$ cat config.mk
export PLATFORM = sky130hd
export DESIGN_NAME = peri_row_mac_seq
export DESIGN_NICKNAME = d
export VERILOG_FILES = /design/src/rtl/peri_pkg.sv /design/src/rtl/peri_row_mac_seq.sv
export SDC_FILE = /design/constraint.sdc
export NUM_CORES = 1
export LEC_CHECK = 0
export ABC_AREA = 0
export BUFFER_PORTS_ARGS = -buffer_cell sky130_fd_sc_hd__buf_2
export CORE_MARGIN = 8
export CORE_UTILIZATION = 45
export CTS_CLUSTER_DIAMETER = 200
export DETAILED_ROUTE_END_ITERATION = 16
export PLACE_DENSITY = 0.73
export SYNTH_ARGS = -nofsm -noshare
export SYNTH_HDL_FRONTEND = slang
export SYNTH_SLANG_ARGS = --single-unit
$ cat constraint.sdc
create_clock -name clk_i -period 2.6 [get_ports clk_i]
set_input_delay 0.26 -clock clk_i [delete_from_list [all_inputs] [get_ports clk_i]]
set_output_delay 0.26 -clock clk_i [all_outputs]
set_load 0.005 [all_outputs]
$ cat src/rtl/peri_pkg.sv
`default_nettype none
// -----------------------------------------------------------------------------
// peri_pkg : shared state type and widths for the peri-row MAC sequencer
// Rev 1.0
// -----------------------------------------------------------------------------
package peri_pkg;

  localparam int NUM_SLICES  = 4;
  localparam int SLICE_IDX_W = 2;
  localparam int ACC_W       = 20;

  typedef enum logic [2:0] {
    ST_IDLE  = 3'd0,
    ST_ISSUE = 3'd1,
    ST_WAIT  = 3'd2,
    ST_ACC   = 3'd3,
    ST_DONE  = 3'd4,
    ST_FLUSH = 3'd5
  } mac_seq_state_e;

endpackage
`default_nettype wire

$ cat src/rtl/peri_row_mac_seq.sv
`default_nettype none
// -----------------------------------------------------------------------------
// peri_row_mac_seq : steps four 2-bit slices through the array, accumulates the
//                    shifted partial sums and keeps the shifter counter aligned
// Rev 1.0
// -----------------------------------------------------------------------------
module peri_row_mac_seq
  import peri_pkg::*;
#(
  parameter int READ_LAT = 1
) (
  input  logic                   clk_i,
  input  logic                   rst_ni,
  input  logic                   start_valid_i,
  output logic                   start_ready_o,
  input  logic                   abort_i,
  output logic                   rd_en_o,
  output logic [SLICE_IDX_W-1:0] slice_idx_o,
  output logic                   shift_counter_en_o,
  input  logic [ACC_W-1:0]       shifter_output_i,
  output logic                   result_valid_o,
  input  logic                   result_ready_i,
  output logic [ACC_W-1:0]       result_o,
  output logic                   busy_o
);

  localparam int                     LAT_W      = 3;
  localparam logic [SLICE_IDX_W-1:0] LAST_SLICE = SLICE_IDX_W'(NUM_SLICES - 1);
  localparam logic [LAT_W-1:0]       LAT_LOAD   = (READ_LAT > 0) ? LAT_W'(READ_LAT - 1) : '0;

  mac_seq_state_e         state;
  logic [SLICE_IDX_W-1:0] shadow;
  logic [LAT_W-1:0]       lat_cnt;
  logic [ACC_W-1:0]       acc;

  always_ff @(posedge clk_i or negedge rst_ni) begin
    if (!rst_ni) begin
      state   <= ST_IDLE;
      shadow  <= '0;
      lat_cnt <= '0;
      acc     <= '0;
    end else begin
      case (state)
        ST_IDLE: begin
          if (start_valid_i) begin
            acc   <= '0;
            state <= ST_ISSUE;
          end
        end
        ST_ISSUE: begin
          if (abort_i) begin
            state <= ST_FLUSH;
          end else if (READ_LAT > 0) begin
            lat_cnt <= LAT_LOAD;
            state   <= ST_WAIT;
          end else begin
            state <= ST_ACC;
          end
        end
        ST_WAIT: begin
          if (abort_i) begin
            state <= ST_FLUSH;
          end else if (lat_cnt == '0) begin
            state <= ST_ACC;
          end else begin
            lat_cnt <= lat_cnt - 1'b1;
          end
        end
        ST_ACC: begin
          // An abort here still lets this slice's pulse and accumulate complete.
          acc    <= acc + shifter_output_i;
          shadow <= shadow + 1'b1;
          if (shadow == LAST_SLICE) begin
            state <= abort_i ? ST_IDLE : ST_DONE;
          end else begin
            state <= abort_i ? ST_FLUSH : ST_ISSUE;
          end
        end
        ST_DONE: begin
          if (result_ready_i) begin
            state <= ST_IDLE;
          end
        end
        ST_FLUSH: begin
          // The shifter counter has no clear, so pulse it round to zero.
          shadow <= shadow + 1'b1;
          if (shadow == LAST_SLICE) begin
            state <= ST_IDLE;
          end
        end
        default: state <= ST_IDLE;
      endcase
    end
  end

  assign start_ready_o      = (state == ST_IDLE);
  assign busy_o             = (state != ST_IDLE);
  assign rd_en_o            = (state == ST_ISSUE);
  assign shift_counter_en_o = (state == ST_ACC) || (state == ST_FLUSH);
  assign result_valid_o     = (state == ST_DONE);
  assign slice_idx_o        = shadow;
  assign result_o           = acc;

endmodule
`default_nettype wire

==> flow_summary.toml <==
[die]
die_y_um = 85.2
die_x_um = 85.2
design.core.area_mm2 = 0.00466
dieArea_mm2 = 0.00725
num_io_pins = 52
std_cell_rows = 25
initial_core_util = 0.462

[clock_network]
cts_sinks = 28
root_buffer = "clkbuf_8"
cts_max_level = 1
cts_buffer_depth = 2
tritoncts.num_buffers = 3
clk_pin_slew_worst_paths_ns = 0.10
clock_latency_ns = 0.28
tritoncts = "done"

[critical_path]
start_kind = "flip-flop"
startpoint = "result_o[0]"
endpoint_kind = "flip-flop"
rrSetupSlack_ns = 0.02
r2r_start = "result_o[0]"
reg2reg_depth = 10
critPathCapture = "result_o[16]"
worstReg2RegEnd = "result_o[16]"
critPathMaxFanout = 2
crit_required_ns = 2.81
cp.arrival_ns = 2.78
critPathKind = "reg -> reg"

[synth]
netlist.area_leader.share = 0.325
yosys-top-cells-area = "dfrtp_1 33%, ha_1 13%, o21ai_0 6.7%, nand2_1 5.6%, xor2_1 4.9%"
synth-seq-area-share = 0.325
synth_area_mm2 = 0.00215
synth_cell_types = 41
ys_top_cells_by_count = "32 x nand2_1, 29 x o21ai_0, 28 x dfrtp_1"
synth_edf_count = 0
ys_seq_elements = 28
postSynthAreaPerCell_um2 = 8.68
yosys.area.top_type = "dfrtp_1"
synth_ff_type = "dfrtp_1"
yosysWarnings = 0
synth_cells = 248
syn_nets = 296
yosysMostFrequentCell = "nand2_1"
async_reset_ff_frac = 1.00

[timing]
drv_slew = 0
hold_viol = 0
tns_ns = 0
clock.fmax_mhz = 388
finClkSkew_ns = 0.00277
period_share = 0.990
relSlewSlack = 0.530
tightest_slew_ns = 0.705
finalSetupViolCount = 0
rsz0062_at_grt = "yes"
period_minus_slack_ns = 2.58

[detailed_routing]
routed_wl_um = 5290
dr.pass1.iters = 4
vias = 1970
routed_via_density = 5.50
drtIter0Drc = 85
ant_nets = 0
drc = 0
wl_per_cell_um = 14.8

[placed_design]
io_buffers = 51
gp_congestion = 0.854
dpl-instance-area_mm2 = 0.00248
dp.final_hpwl_um = 4050
dp_cells = 349

[grt]
antenna_found_initial = 0
grt_max_degree = 29
grt_pass1_wl_um = 9150
gr-total-overflow = 0
grtUsageTotal = 0.152
grt_pass1_vias = 2004

[finish]
insertedDiodeCount = 0
fin_cells = 358
drive_gt1_frac = 0.276
final_cell_area_mm2 = 0.00262
final_core_util = 0.561
fin_nets = 353
area_growth_pct = 21.4

[power]
power.static_leakage_nw = 1.31
ir_drop_mv = 0.486
cellPowerDensity_mw_per_mm2 = 1020

[min_path]
hold_path.class = "in -> async"

[run_status]
status = "finished clean"

[job]
max_cap_viol_count = 0
-- metrics by stage --
step	power, mW	hold slack (ns)	setup slack (ns)
2_1_floorplan	1.85	-0.0356	0.0142
3_3_place_gp	2.30	0.337	-0.00755
3_5_place_dp	2.33	0.340	-0.0478
4_1_cts	2.66	0.0311	-0.0355
5_1_grt	2.97	0.0466	-0.103
6_report	2.68	0.00253	0.0249
-- worst max-delay path, cell delays in order, from the launching register on --
cell and delay [ns]:
dfrtp_1 0.40, ha_2 0.19, fa_2 0.34, a21o_1 0.20
a221oi_4 0.26, o22ai_2 0.13, a31oi_2 0.22, and3_4 0.22
mux2_4 0.31, xnor2_2 0.13, o21ai_1 0.11
-- cells by family (layout without fill, tap and decap cells) --
family | Yosys count | in the layout | synth area share
AOI/OAI and AO/OA | 79 | 79 | 0.241
xor gates and xnor gates | 18 | 18 | 0.0732
adders and majority gates | 23 | 23 | 0.137
buffers and inverters | 20 | 76 | 0.0366
DFF | 28 | 28 | 0.325
muxes | 1 | 1 | 0.00697
and+or+nand+nor | 79 | 79 | 0.180
-- power by group --
part	internal, mW	leakage, nW	total [mW]	switching (mW)
clock	0.136	0.0288	0.277	0.142
combinational	0.777	0.901	1.64	0.860
sequential	0.602	0.377	0.764	0.161
total	1.52	1.31	2.68	1.16
-- routing by layer --
metal | share of wire | track usage | vias up
met5 | 0 | 0 | -
met4 | 0.015 | 0.0437 | 0
met3 | 0.046 | 0.0319 | 7
met2 | 0.49 | 0.262 | 39
met1 | 0.45 | 0.185 | 927
li1 | - | - | 997
-- layout make-up --
cell class / count / area (µm²)
multi-input cells: 200 / 1410
inverters: 9 / 33.8
clock buffers: 4 / 55.1
fillers: 439 / 2050
well taps: 54 / 67.6
repair buffers: 63 / 345
flip-flops and latches: 28 / 701
-- layout by cell type, fill, tap and decap left out, types with 3 or more instances in the layout --
master	Yosys	layout
o21bai_1	4	4
buf_2	3	51
nor2b_1	5	5
inv_1	9	9
a21oi_1	20	19
xnor2_1	6	5
buf_4	0	12
nand4_1	3	3
clkbuf_8	0	4
nand2_1	32	32
o21ai_0	29	28
a311oi_2	2	3
xor2_1	12	12
nor2_1	13	13
nand3_1	7	7
dfrtp_1	28	28
ha_1	22	20
a21o_1	6	6
a22o_1	3	3
nand2b_1	7	7
-- state kept, by name (all words and copies together) (netlist names) --
register / count
state: 3
result_o: 20
lat_cnt: 3
slice_idx_o: 2
-- how the worst min path moves through the flow --
stage	from	to	slack, ns	depth (start not counted)
2_1_floorplan	rst_ni	lat_cnt[0]	-0.04	0
3_3_place_gp	rst_ni	result_o[11]	0.34	1
4_1_cts	rst_ni	result_o[13]	0.03	1
6_report	rst_ni	result_o[19]	0.003	1
5_1_grt	rst_ni	result_o[18]	0.05	1
3_5_place_dp	rst_ni	result_o[12]	0.34	1
-- what timing repair did --
item,in CTS,in global routing
endpoints found under the setup margin,1,5
pin swaps,5,8
hold buffers,0,0
setup buffers,2,3
resized for setup,4,6
Power figures use the tool's default switching activity.
